`src/rtl/uart_pkg.sv`:
```
// Shared UART definitions: parity codes, FSM states, baud helper.
// Used by the TX path and the RX path.
package uart_pkg;

  localparam int PAR_NONE = 0;
  localparam int PAR_ODD  = 1;
  localparam int PAR_EVEN = 2;

  typedef enum logic [2:0] {
    ST_IDLE,
    ST_START,
    ST_DATA,
    ST_PARITY,
    ST_STOP
  } uart_state_t;

  function automatic int clks_per_bit(
    input int clk_hz,
    input int baud
  );
    return clk_hz / baud;
  endfunction

endpackage

```
`src/rtl/uart_tx_param_if.sv`:
```
// Character stream into the UART transmitter.
// Plain valid/ready handshake, one character per transfer.
interface uart_tx_param_if #(
  parameter int DATA_BITS = 8
);
  logic [DATA_BITS-1:0] in_data;
  logic                 in_valid;
  logic                 in_ready;

  modport master (
    output in_data,
    output in_valid,
    input  in_ready
  );

  modport slave (
    input  in_data,
    input  in_valid,
    output in_ready
  );
endinterface

```
`src/rtl/sync_fifo.sv`:
```
// Single-clock FIFO with occupancy count.
// Head word is presented on rdata whenever not empty.
module sync_fifo #(
  parameter int WIDTH = 8,
  parameter int DEPTH = 16
) (
  input  logic                   clk,
  input  logic                   reset,
  input  logic                   push,
  input  logic [WIDTH-1:0]       wdata,
  input  logic                   pop,
  output logic [WIDTH-1:0]       rdata,
  output logic [$clog2(DEPTH):0] count,
  output logic                   full,
  output logic                   empty
);
  localparam int AW = $clog2(DEPTH);

  logic [WIDTH-1:0] mem [DEPTH];
  logic [AW-1:0]    wr_ptr;
  logic [AW-1:0]    rd_ptr;
  logic             do_push;
  logic             do_pop;

  assign full    = (count == (AW+1)'(DEPTH));
  assign empty   = (count == '0);
  assign do_push = push && !full;
  assign do_pop  = pop && !empty;
  assign rdata   = mem[rd_ptr];

  // Storage array, no reset needed.
  always_ff @(posedge clk) begin
    if (do_push) begin
      mem[wr_ptr] <= wdata;
    end
  end

  // Pointers and occupancy; simultaneous push/pop keeps count.
  always_ff @(posedge clk) begin
    if (reset) begin
      wr_ptr <= '0;
      rd_ptr <= '0;
      count  <= '0;
    end else begin
      if (do_push) begin
        wr_ptr <= wr_ptr + AW'(1);
      end
      if (do_pop) begin
        rd_ptr <= rd_ptr + AW'(1);
      end
      unique case ({do_push, do_pop})
        2'b10:   count <= count + (AW+1)'(1);
        2'b01:   count <= count - (AW+1)'(1);
        default: count <= count;
      endcase
    end
  end

endmodule

```
`src/rtl/uart_tx_param.sv`:
```
// Parametrised UART transmitter with input FIFO.
// Characters queued back-to-back leave with no idle gap.
module uart_tx_param
  import uart_pkg::*;
#(
  parameter int CLK_FREQ_HZ = 80_000_000,
  parameter int BAUDRATE    = 187_500,
  parameter int DATA_BITS   = 8,
  parameter int PARITY      = 0,
  parameter int STOP_BITS   = 1,
  parameter int FIFO_DEPTH  = 16
) (
  input  logic                        clk,
  input  logic                        reset,
  uart_tx_param_if.slave              in_if,
  output logic                        tx,
  output logic                        busy,
  output logic                        tx_done,
  output logic [$clog2(FIFO_DEPTH):0] fifo_count
);
  localparam int CPB      = clks_per_bit(CLK_FREQ_HZ, BAUDRATE);
  localparam int STOP_CYC = STOP_BITS * CPB;
  localparam int CW       = $clog2(STOP_CYC);
  localparam int BW       = $clog2(DATA_BITS);

  uart_state_t          state;
  logic [CW-1:0]        baud;
  logic [BW-1:0]        bit_cnt;
  logic [DATA_BITS-1:0] shift;
  logic                 par_bit;

  logic [DATA_BITS-1:0] fifo_rdata;
  logic                 fifo_full;
  logic                 fifo_empty;
  logic                 push;
  logic                 pop;
  logic                 bit_end;
  logic                 stop_end;

  assign in_if.in_ready = !fifo_full;
  assign push     = in_if.in_valid && !fifo_full;
  assign bit_end  = (baud == CW'(CPB - 1));
  assign stop_end = (baud == CW'(STOP_CYC - 1));
  assign pop      = !fifo_empty &&
                    (state == ST_IDLE ||
                     (state == ST_STOP && stop_end));
  assign busy     = (state != ST_IDLE) || (fifo_count != '0);

  sync_fifo #(
    .WIDTH (DATA_BITS),
    .DEPTH (FIFO_DEPTH)
  ) u_fifo (
    .clk   (clk),
    .reset (reset),
    .push  (push),
    .wdata (in_if.in_data),
    .pop   (pop),
    .rdata (fifo_rdata),
    .count (fifo_count),
    .full  (fifo_full),
    .empty (fifo_empty)
  );

  // Frame FSM: baud timing, shifting and registered line drive.
  always_ff @(posedge clk) begin
    if (reset) begin
      state   <= ST_IDLE;
      tx      <= 1'b1;
      tx_done <= 1'b0;
      baud    <= '0;
      bit_cnt <= '0;
      shift   <= '0;
      par_bit <= 1'b0;
    end else begin
      tx_done <= 1'b0;
      baud    <= baud + CW'(1);
      unique case (state)
        ST_IDLE: begin
          baud <= '0;
          tx   <= 1'b1;
        end
        ST_START: begin
          if (bit_end) begin
            state <= ST_DATA;
            tx    <= shift[0];
            baud  <= '0;
          end
        end
        ST_DATA: begin
          if (bit_end) begin
            baud <= '0;
            if (bit_cnt == BW'(DATA_BITS - 1)) begin
              if (PARITY != PAR_NONE) begin
                state <= ST_PARITY;
                tx    <= par_bit;
              end else begin
                state <= ST_STOP;
                tx    <= 1'b1;
              end
            end else begin
              shift   <= shift >> 1;
              tx      <= shift[1];
              bit_cnt <= bit_cnt + BW'(1);
            end
          end
        end
        ST_PARITY: begin
          if (bit_end) begin
            state <= ST_STOP;
            tx    <= 1'b1;
            baud  <= '0;
          end
        end
        ST_STOP: begin
          if (baud == CW'(STOP_CYC - 2)) begin
            tx_done <= 1'b1;
          end
          if (stop_end) begin
            state <= ST_IDLE;
            baud  <= '0;
          end
        end
        default: begin
          state <= ST_IDLE;
          tx    <= 1'b1;
        end
      endcase
      if (pop) begin
        state   <= ST_START;
        tx      <= 1'b0;
        baud    <= '0;
        bit_cnt <= '0;
        shift   <= fifo_rdata;
        par_bit <= (^fifo_rdata) ^ (PARITY == PAR_ODD);
      end
    end
  end

endmodule

```
`src/flat_wrapper.sv`:
```
// flat-port wrapper written by rule: the top's interface ports become plain ports
module uart_tx_param_flat import uart_pkg::*;
#(
  parameter int CLK_FREQ_HZ = 80_000_000,
  parameter int BAUDRATE    = 187_500,
  parameter int DATA_BITS   = 8,
  parameter int PARITY      = 0,
  parameter int STOP_BITS   = 1,
  parameter int FIFO_DEPTH  = 16
)
  (clk, reset, tx, busy, tx_done, fifo_count, in_if_in_data, in_if_in_valid, in_if_in_ready);
  uart_tx_param_if #(.DATA_BITS(DATA_BITS)) in_if_i ();
  input  logic clk;
  input  logic reset;
  output logic tx;
  output logic busy;
  output logic tx_done;
  output logic [$clog2(FIFO_DEPTH):0] fifo_count;
  input wire logic [$bits(in_if_i.in_data)-1:0] in_if_in_data;
  input wire logic [$bits(in_if_i.in_valid)-1:0] in_if_in_valid;
  output wire logic [$bits(in_if_i.in_ready)-1:0] in_if_in_ready;
  assign in_if_i.in_data = in_if_in_data;
  assign in_if_i.in_valid = in_if_in_valid;
  assign in_if_in_ready = in_if_i.in_ready;
  uart_tx_param #(.CLK_FREQ_HZ(CLK_FREQ_HZ), .BAUDRATE(BAUDRATE), .DATA_BITS(DATA_BITS), .PARITY(PARITY), .STOP_BITS(STOP_BITS), .FIFO_DEPTH(FIFO_DEPTH)) u_core (.clk(clk), .reset(reset), .in_if(in_if_i), .tx(tx), .busy(busy), .tx_done(tx_done), .fifo_count(fifo_count));
endmodule
```
`config.mk`:
```
export PLATFORM = sky130hd
export DESIGN_NAME = uart_tx_param_flat
export DESIGN_NICKNAME = d
export VERILOG_FILES = /design/src/rtl/uart_pkg.sv /design/src/rtl/uart_tx_param_if.sv /design/src/rtl/sync_fifo.sv /design/src/rtl/uart_tx_param.sv /design/src/flat_wrapper.sv
export SDC_FILE = /design/constraint.sdc
export NUM_CORES = 1
export LEC_CHECK = 0
export ABC_AREA = 1
export CELL_PAD_IN_SITES_DETAIL_PLACEMENT = 1
export CELL_PAD_IN_SITES_GLOBAL_PLACEMENT = 2
export CORE_UTILIZATION = 38
export CTS_CLUSTER_SIZE = 14
export DETAILED_ROUTE_END_ITERATION = 10
export PLACE_DENSITY_LB_ADDON = 0.1
export SLEW_MARGIN = 30
export SYNTH_ARGS = -nofsm -noshare
export SYNTH_HDL_FRONTEND = slang
export SYNTH_SLANG_ARGS = --single-unit
export TNS_END_PERCENT = 50
```
`constraint.sdc`:
```
create_clock -name clk -period 1.97 [get_ports clk]
set_input_delay 0.197 -clock clk [delete_from_list [all_inputs] [get_ports clk]]
set_output_delay 0.197 -clock clk [all_outputs]
set_load 0.02 [all_outputs]
```
### Yosys cells after proc, flatten, opt, wreduce, memory -nomap -nowiden

Memory sizes are Yosys's and may differ from the RTL's. A register that Yosys moved wholly into a read port is not among the register bits.
Cells that the tools add are included.

* flip-flop bits (word level): 38
* output and inout port bits: 9
* memories: 1
* logic and storage cells: 92
* bits in writable memories: 128
* bits of input ports: 11

* equality and inequality tests: 23
* reduce and logical (&&, ||, !) cells: 24
* mux-type cells: 25
* bitwise gates (word level): 3
* add/subtract/negate cells: 6

Memory list
* u_core.u_fifo.mem: depth 16, width 8, rd ports 1, clocked after memory_dff 1, wr ports 1, line sync_fifo.sv:19 `logic [WIDTH-1:0] mem [DEPTH];`

Operators with widths (count)
* $mux W8: 4
* $eq A9 B9 Y1 const B: 2
* $pmux W9 S2: 1
* $mux W3: 5
* $ne A3 B2 Y1 const B: 5
* $pmux W3 S5: 1
* $reduce_and A6 Y1: 2
* $ne A2 B1 Y1 const B: 5
* $pmux W5 S2: 1
* $add A9 B1 Y9 const B: 1
* $mux W1: 9
* $mux W9: 1
* $add A4 B1 Y4 const B: 2
* $mux W4: 2
* $eq A3 B2 Y1 const B: 2
* $eq A3 B3 Y1 const B: 2
* $ne A2 B2 Y1 const B: 3
* $reduce_and A3 Y1: 2
* $reduce_bool A2 Y1: 3
* $add A5 B1 Y5 const B: 1
* $eq A5 B5 Y1 const B: 1
* $logic_and A1 B1 Y1: 5
* $logic_not A5 Y1: 1
* $reduce_bool A5 Y1: 1
* 14 further kinds: 19

### Logic depth before layout (Yosys ltp)

Gate-level depths: netlist of run 1.

* depth after elaboration: 7
* depth in mapped cells: 18
* depth with buffers taken out: 18

### Modules after synthesis

From an unflattened synthesis of run 1, not the netlist that was laid out.

* cell total of the unflattened synthesis: 673
* area total of the unflattened synthesis: 7613.6 um^2

Modules (own cells, without submodules)
* sync_fifo: cells an instance 478, seq. area each 4184.0 um^2, instances 1, area each 6127.1 um^2
* uart_tx_param: cells an instance 195, seq. area each 500.5 um^2, instances 1, area each 1486.4 um^2

### Worst setup path before layout of run 1

No wires, ideal clock.

* kind: reg-to-reg
* start point: reg u_core.u_fifo.count[0]
* end point: reg u_core.u_fifo.count[4]
* slack: -0.122 ns
* clock period less this slack: 2.092 ns
* data required time: 1.861 ns
* library setup time: 0.109 ns
* arrival: 1.983 ns
* stages on the path, launching flop included: 14
* path buffers: 0
* cell sequence: dfxtp_1 -> nor2_1 -> nand3_1 -> nand2_4 -> nand3_4 -> inv_1 -> ha_1 -> a31o_2 -> inv_1 -> nand2_1 -> nand2_1 -> nand3_1 -> nand2_1 -> inv_1

* cells in the longest elaborated chain, start to end: 6
* elaborated cells on any way between the ends: 14
* classes of those cells: add/sub: 2; eq/ne: 3; mux: 1; reduce/logical: 8

RTL lines
* start, declared: line sync_fifo.sv:13 `output logic [$clog2(DEPTH):0] count,`
* start signal, assigned: line sync_fifo.sv:52 `2'b10: count <= count + (AW+1)'(1);`
* start signal, assigned: line sync_fifo.sv:53 `2'b01: count <= count - (AW+1)'(1);`
* start signal, assigned: line sync_fifo.sv:54 `default: count <= count;`
* $eq A5 B5 Y1 (*): line sync_fifo.sv:25 `assign full = (count == (AW+1)'(DEPTH));`
* $logic_not A1 Y1 (*)
* net in_if_in_ready: line flat_wrapper.sv:21 `output wire logic [$bits(in_if_i.in_ready)-1:0] in_if_in_ready;`
* $logic_and A1 B1 Y1: line uart_tx_param.sv:41 `assign push = in_if.in_valid && !fifo_full;`
* $logic_and A1 B1 Y1 (*): line sync_fifo.sv:27 `assign do_push = push && !full;`
* $eq A2 B1 Y1 or $eq A2 B2 Y1 (tied branches): line sync_fifo.sv:51 `unique case ({do_push, do_pop})`
* $pmux W5 S2 or $reduce_bool A2 Y1 (tied branches)

Mark *: on every way through the listed nets, which the timed path passes. The rest lies on a longest branch.
A chain may end at the register's enable or synchronous reset.

### Worst setup path after layout of run 1

* start point: reg u_core.baud[1]
* end point: reg u_core.u_fifo.count[4]

* cells in the longest elaborated chain, start to end: 7
* elaborated cells on any way between the ends: 9
* classes of those cells: eq/ne: 3; mux: 1; reduce/logical: 5

RTL lines
* start, declared: line uart_tx_param.sv:27 `logic [CW-1:0] baud;`
* start signal, assigned: line uart_tx_param.sv:76 `baud <= baud + CW'(1);`
* $eq A9 B9 Y1 (*): line uart_tx_param.sv:43 `assign stop_end = (baud == CW'(STOP_CYC - 1));`
* $logic_and A1 B1 Y1 (*): line uart_tx_param.sv:46 `(state == ST_STOP && stop_end));`
* $logic_or A1 B1 Y1 (*): line uart_tx_param.sv:45 `(state == ST_IDLE ||`
* $logic_and A1 B1 Y1 (*): line uart_tx_param.sv:44 `assign pop = !fifo_empty &&`
* $logic_and A1 B1 Y1 (*): line sync_fifo.sv:28 `assign do_pop = pop && !empty;`
* $eq A2 B1 Y1 or $eq A2 B2 Y1 (tied branches): line sync_fifo.sv:51
* $pmux W5 S2 or $reduce_bool A2 Y1 (tied branches)

Every way passes the cells marked *; elsewhere a longest branch is shown, timed or not.

==> flow_summary.json, run 1 <==
{
  "diodes": 0,
  "row_count": 49,
  "ys_ff_latch": 170,
  "io_buffers": 19,
  "grt_antenna_before_repair": 0,
  "hold_class": "flop to flop",
  "slew_headroom_pct": 55.17,
  "cts.clk_slew.worst_paths_ns": 0.06,
  "core_area_sq_um": 18210,
  "place_ws_ns": -0.04839,
  "post-route-period-util_pct": 95.42,
  "dpl.hpwl_um": 12430,
  "htreeDepth": 4,
  "synth_cells": 640,
  "vdd_drop_max_mv": 0.6513,
  "final_nets": 729,
  "fmax_mhz": 532.0,
  "setup_viol": 0,
  "hold_viol": 0,
  "powerDensity_nw_per_um2": 1330,
  "dieArea_sq_um": 19360,
  "tns_ns": 0,
  "final_util_pct": 47.25,
  "critPathRequiredTime_ns": 2.30,
  "drcViolationCount": 0,
  "worst_pin_slew_ns": 0.6703,
  "max-cap-violations": 0,
  "grt_pass1_vias": 5203,
  "grtUsageTotal_pct": 20.53,
  "cts_sinks": 170,
  "rsz0062_at_grt": "true",
  "routed_wl_um": 18890,
  "die_y_um": 139.1,
  "syn-num-nets": 664,
  "power_switching_uw": 3949,
  "num_vias": 5009,
  "routed_via_density": 5.301,
  "yosys_warnings": 0,
  "holdPathStages": 2,
  "ys_seq_area_share_pct": 65.56,
  "nFillCells": 1942,
  "p_int_uw": 7493,
  "p_sw_share_pct": 34.51,
  "overflow": 0,
  "syn_area_sq_um": 7146,
  "ios": 20,
  "die_width_um": 139.1,
  "clockBufferDepth": 2,
  "synthDistinctLibCells": 40,
  "p_leak_uw": 0.003084,
  "cp-end-kind": "flop",
  "wire_per_inst_um": 19.99,
  "finalCriticalPeriod_ns": 1.880,
  "fin_skew_ns": 0.006144,
  "critPathKind": "flop to flop",
  "cts-root-buf": "clkbuf_16",
  "drt_iter0_drc": 262,
  "status": "finished, final reports clean",
  "path_max_fanout": 5,
  "drive_gt1_share_pct": 18.02,
  "p_seq_share_pct": 37.8,
  "seq_area_sq_um": 4690,
  "async_reset_ff_share_pct": 0,
  "clockPowerShare_pct": 29.4,
  "syn2layout_area_growth_pct": 20.42,
  "reg2reg_depth": 16,
  "grt_pass1_wl_um": 29310,
  "syn_area_per_cell_sq_um": 11.17,
  "grt_max_degree": 45,
  "dr.pass1.iters": 4,
  "worstPathArrival_ns": 2.21,
  "synth_edf_count": 128,
  "ant_nets": 0,
  "multi_input_area_sq_um": 2231,
  "setup_slack_ns": 0.09022,
  "synth_ff_type": "edfxtp_1",
  "hold_slack_ns": 0.4718,
  "clk_latency_ns": 0.43,
  "slew_violations": 0,
  "crit_path_start_kind": "flop",
  "cts_hold_buffers": 0,
  "start_util_pct": 39.24,
  "numCtsBuffers": 17,
  "routabilityCongestion": 0.7497,
  "power_frac_comb_pct": 32.8,
  "cts_tree": "done"
}
sequential cells by signal (all words and copies together) (netlist names), named ones only:
register	flops
u_core.u_fifo.count	5
u_core.state	3
u_core.u_fifo.wr_ptr	4
u_core.bit_cnt	3
u_core.baud	9
u_core.tx_done	1
u_core.u_fifo.mem	128
u_core.u_fifo.rd_ptr	4
u_core.shift	8
u_core.tx	1
cells by family (layout without fill, tap and decap cells):
logic type / Yosys count / count (layout) / share of synthesized area (%)
XOR/XNOR: 8 / 8 / 0.9806
adder cells (fa/ha/maj): 13 / 13 / 2.276
flip-flops: 170 / 170 / 65.56
buffers and inverters: 75 / 151 / 4.325
AND/OR/NAND/NOR: 224 / 224 / 14.32
AO/OA/AOI/OAI: 150 / 150 / 12.54
cells in the mapped netlist, types with 2 or more instances:
cell type | instances | area, sq um
nand2_2 | 7 | 43.79
clkbuf_1 | 16 | 60.06
nand3_1 | 29 | 145.1
o22ai_1 | 7 | 43.79
o211ai_1 | 8 | 60.06
o221ai_1 | 21 | 183.9
nor2_1 | 100 | 375.4
a22o_1 | 2 | 17.52
dfxtp_1 | 42 | 840.8
ha_1 | 13 | 162.7
o21ai_1 | 8 | 40.04
nand2_4 | 4 | 45.04
nor2_4 | 4 | 45.04
xor2_1 | 5 | 43.79
o21ai_0 | 65 | 325.3
nand2_1 | 63 | 236.5
xnor2_1 | 3 | 26.28
inv_1 | 43 | 161.4
inv_2 | 4 | 15.01
buf_2 | 8 | 40.04
buf_4 | 2 | 15.01
nand4_1 | 5 | 31.28
nor3b_2 | 2 | 25.02
nor3_1 | 5 | 25.02
edfxtp_1 | 128 | 3844
a22oi_1 | 2 | 15.01
a31oi_1 | 3 | 18.77
a21oi_1 | 28 | 140.1
o21a_1 | 2 | 15.01
critical path, cell delays in order (launching register included):
cell     delay [ns]
dfxtp_2        0.33
inv_2          0.07
ha_4           0.12
nand2_2        0.06
nor2_4         0.13
nand2_4        0.08
nand2_8        0.09
nand3_4        0.11
inv_2          0.08
ha_4           0.19
a31o_2         0.20
inv_2          0.05
nand2_1        0.05
nand2_1        0.08
nand3_2        0.07
nand2_1        0.06
inv_1          0.03
per-layer routing:
metal	vias to the layer above	routed length (um)	GRT usage (%)
met5	-	0	0
met4	0	217	6.784
met3	18	709	4.247
met2	74	9058	33.65
met1	2514	8909	27.19
li1	2403	-	-
power groups by stage:
stage	combinational, uW	clock (uW)	sequential [uW]
floorplan	2290	0	4400
global placement	3570	0	4380
detailed placement	3660	0	4390
CTS	3680	3440	4320
global route	4170	3550	4360
finish	3750	3360	4330
final cells by class:
class / instances / area share (%)
Clock inverter: 10 / 1.672
Inverter: 48 / 2.152
Sequential cell: 170 / 54.50
Tap cell: 229 / 3.330
Multi-Input combinational cell: 395 / 25.93
Timing Repair Buffer: 73 / 7.343
Clock buffer: 20 / 5.075
cells in the final DEF (no fill, tap or decap), types with 5 or more instances in the layout:
cell type,n
nand4_1,5
o211ai_1,8
dfxtp_1,38
nor3_1,5
o21ai_1,8
edfxtp_1,128
clkdlybuf4s50_1,18
ha_1,9
xor2_1,5
nand2_1,60
o221ai_1,21
inv_2,7
nand3_2,5
nor2_1,99
buf_4,51
inv_1,39
o22ai_1,7
nand3_1,25
clkbuf_16,17
nand2_2,10
o21ai_0,65
a21oi_1,28
metrics by stage:
stage	area (sq um)	std cells	power [uW]
global placement	7929	911	7942
finish	8605	945	11440
floorplan	7164	640	6696
CTS	8512	941	11440
global route	8605	945	12090
detailed placement	7929	911	8057
final timing paths:
check	to	slack [ns]	startpoint
setup reg to reg	u_core.u_fifo.count[4]	0.09	u_core.baud[1]
setup / recovery	u_core.u_fifo.count[4]	0.09	u_core.baud[1]
hold reg to reg	u_core.bit_cnt[1]	0.47	u_core.bit_cnt[1]
hold / removal	u_core.bit_cnt[1]	0.47	u_core.bit_cnt[1]
timing repair:
action	4_1_cts	5_1_grt
buffers inserted	0	4
resized for setup	3	17
pin swaps	1	9
endpoints found under the setup margin	2	9
No activity file was read; power rests on OpenSTA's default activity.
==> run 2: changes to the inputs <==
==> constraint.sdc (replaced) <==
create_clock -name clk -period 1.97 [get_ports clk]
set_input_delay 0.197 -clock clk [delete_from_list [all_inputs] [get_ports clk]]
set_output_delay 0.197 -clock clk [all_outputs]
set_load 0.01 [all_outputs]
==> run 2 against run 1 <==
Combinational power is essentially flat. Register-to-register slack is essentially flat. Power rose by 3.6%. Largest cell class unchanged. Clock power is 13% higher. Non-clock buffer count fell by 4. Utilization is 0.41 points higher. First-iteration DRC count fell by 4.6%. Design area is 0.86% higher. Flip-flop and latch count unchanged. Sequential share of layout area down 0.46 points. Largest power group unchanged. Clock skew rose by 0.0077 ns.
==> flow_summary.json, run 2 (synthesized netlist as in run 1, its figures left out) <==
{
  "hold_slack_ns": 0.4789,
  "routed_wl_um": 18460,
  "num_vias": 5018,
  "cts-root-buf": "clkbuf_16",
  "cp-startpoint": "u_core.baud[1]",
  "finalCriticalPeriod_ns": 1.876,
  "start_util_pct": 39.24,
  "top_regs": "u_core.u_fifo.mem x128, u_core.baud x9, u_core.shift x8",
  "diodes": 0,
  "wire_per_inst_um": 19.60,
  "numCtsBuffers": 17,
  "post-route-period-util_pct": 95.23,
  "cts_tree": "done",
  "worst_pin_slew_ns": 0.6319,
  "final_cells": 942,
  "crit_path_end": "u_core.u_fifo.count[4]",
  "clk_latency_ns": 0.42,
  "status": "finished, final reports clean",
  "critPathRequiredTime_ns": 2.28,
  "reg2reg_depth": 16,
  "die_y_um": 139.1,
  "dieArea_sq_um": 19360,
  "dr.pass1.iters": 8,
  "p_leak_uw": 0.003141,
  "cp-end-kind": "flop",
  "setup_viol": 0,
  "drcViolationCount": 0,
  "max-cap-violations": 0,
  "core_area_sq_um": 18210,
  "finalPower_uw": 11860,
  "final_nets": 725,
  "final_common_cell": "edfxtp_1",
  "overflow": 0,
  "grtUsageTotal_pct": 20.35,
  "cts_sinks": 170,
  "drive_gt1_share_pct": 17.95,
  "largest_reg_flops": 128,
  "syn2layout_area_growth_pct": 21.45,
  "reg2reg_to": "u_core.u_fifo.count[4]",
  "critPathKind": "flop to flop",
  "ios": 20,
  "r2r-start": "u_core.baud[1]",
  "rrSetupSlack_ns": 0.09,
  "fmax_mhz": 533.1,
  "path_max_fanout": 4,
  "dpl.hpwl_um": 12350,
  "drt_iter0_drc": 250,
  "powerDensity_nw_per_um2": 1366,
  "hold_viol": 0,
  "die_width_um": 139.1,
  "routabilityCongestion": 0.8024,
  "place_inst": 906,
  "grt_pass1_vias": 5444,
  "worstPathArrival_ns": 2.19,
  "crit_path_start_kind": "flop",
  "top_register": "u_core.u_fifo.mem",
  "hold_class": "flop to flop",
  "nFillCells": 1906,
  "layout_common_cells": "edfxtp_1 (128), nor2_1 (100), o21ai_0 (65)",
  "cts_hold_buffers": 0,
  "row_count": 49,
  "routed_via_density": 5.327,
  "clockBufferDepth": 2,
  "cts.clk_slew.worst_paths_ns": 0.06,
  "final_cell_area_sq_um": 8678,
  "fin_skew_ns": 0.01383,
  "slew_headroom_pct": 57.74,
  "grt_antenna_before_repair": 0,
  "vdd_drop_max_mv": 0.8834,
  "dpl_cell_area_sq_um": 7885,
  "io_buffers": 19,
  "rsz0062_at_grt": "true",
  "htreeDepth": 4,
  "slew_violations": 0,
  "ant_nets": 0,
  "grt_pass1_wl_um": 29970,
  "grt_max_degree": 65
}
[run 2: cell types whose count changed in the layout (fill, tap and decap cells not counted), sizes merged]
cell          previous run  this run
buf                     54        50
bufinv                   3         6
clkbuf                  20        17
dlygate4sd2              1         0
dlymetal6s2s             0         1
inv                     50        51
[run 2: repair_timing]
item	CTS	global route
resized for setup	1	22
setup buffers	2	3
pin swaps	1	10
endpoints found under the hold margin	0	0
endpoints found under the setup margin	1	22
[run 2: worst max-delay path, stage by stage (launching register included)]
cell and delay (ns):
dfxtp_2 0.32, inv_2 0.07, ha_4 0.14, nand2_4 0.05
nor2_4 0.12, nand2_4 0.08, nand2_8 0.10, nand3_4 0.09
inv_2 0.08, ha_4 0.19, a31o_2 0.23, inv_2 0.05
nand2_1 0.04, nand2_1 0.05, nand3_1 0.06, nand2_1 0.06
inv_1 0.03
[run 2: worst min-delay path by stage]
stage                            startpoint                      end  slack (ns)  cells past startpoint
after floorplan            in_if_in_data[0]  u_core.u_fifo.mem[0][0]        0.30                      0
after global placement    u_core.bit_cnt[1]        u_core.bit_cnt[1]        0.45                      2
after detailed placement  u_core.bit_cnt[2]        u_core.bit_cnt[2]        0.47                      2
after CTS                 u_core.bit_cnt[2]        u_core.bit_cnt[2]        0.48                      2
after global routing      u_core.bit_cnt[2]        u_core.bit_cnt[2]        0.52                      2
final                     u_core.bit_cnt[2]        u_core.bit_cnt[2]        0.48                      2
[run 2: metrics by stage]
step | util [%] | setup WS, ns | setup TNS (ns)
after global routing | 47.66 | -0.03414 | -0.08613
after floorplan | - | 0.03443 | 0
after CTS | 47.14 | 0.01443 | 0
after global placement | 43.30 | 0.009522 | 0
after detailed placement | 43.30 | 0.005277 | 0
final | 47.66 | 0.09402 | 0
[run 2: final cells by class]
cell class | count | area [sq um] | share of cell area, %
Clock inverter | 14 | 242.7 | 2.797
Multi-Input combinational cell | 395 | 2233 | 25.74
Timing Repair Buffer | 69 | 618.1 | 7.122
Tap cell | 229 | 286.5 | 3.302
Sequential cell | 170 | 4690 | 54.04
Clock buffer | 17 | 425.4 | 4.902
Inverter | 48 | 182.7 | 2.105
[run 2: power breakdown]
group	switching [uW]	internal (uW)	total, uW
registers	179	4130	4310
logic	2370	1380	3760
clock network	1410	2390	3800
total	3960	7900	11900
[run 2: layer usage]
layer	vias up	routed length, um	track usage, %	part of all wire, %
li1	2401	-	-	-
met1	2541	8911	27.63	48
met2	62	8868	33.81	48
met3	14	475	3.280	2.6
met4	0	204	5.497	1.1
met5	-	0	0	0
==> run 3: changes to the inputs <==
--- a/config.mk
+++ b/config.mk
@@ -16,4 +16,4 @@
 export SYNTH_ARGS = -nofsm -noshare
 export SYNTH_HDL_FRONTEND = slang
 export SYNTH_SLANG_ARGS = --single-unit
-export TNS_END_PERCENT = 50
+export TNS_END_PERCENT = 30
==> results of run 3 <==
No change in the layout: final DEF, timing and power equal those of run 2.
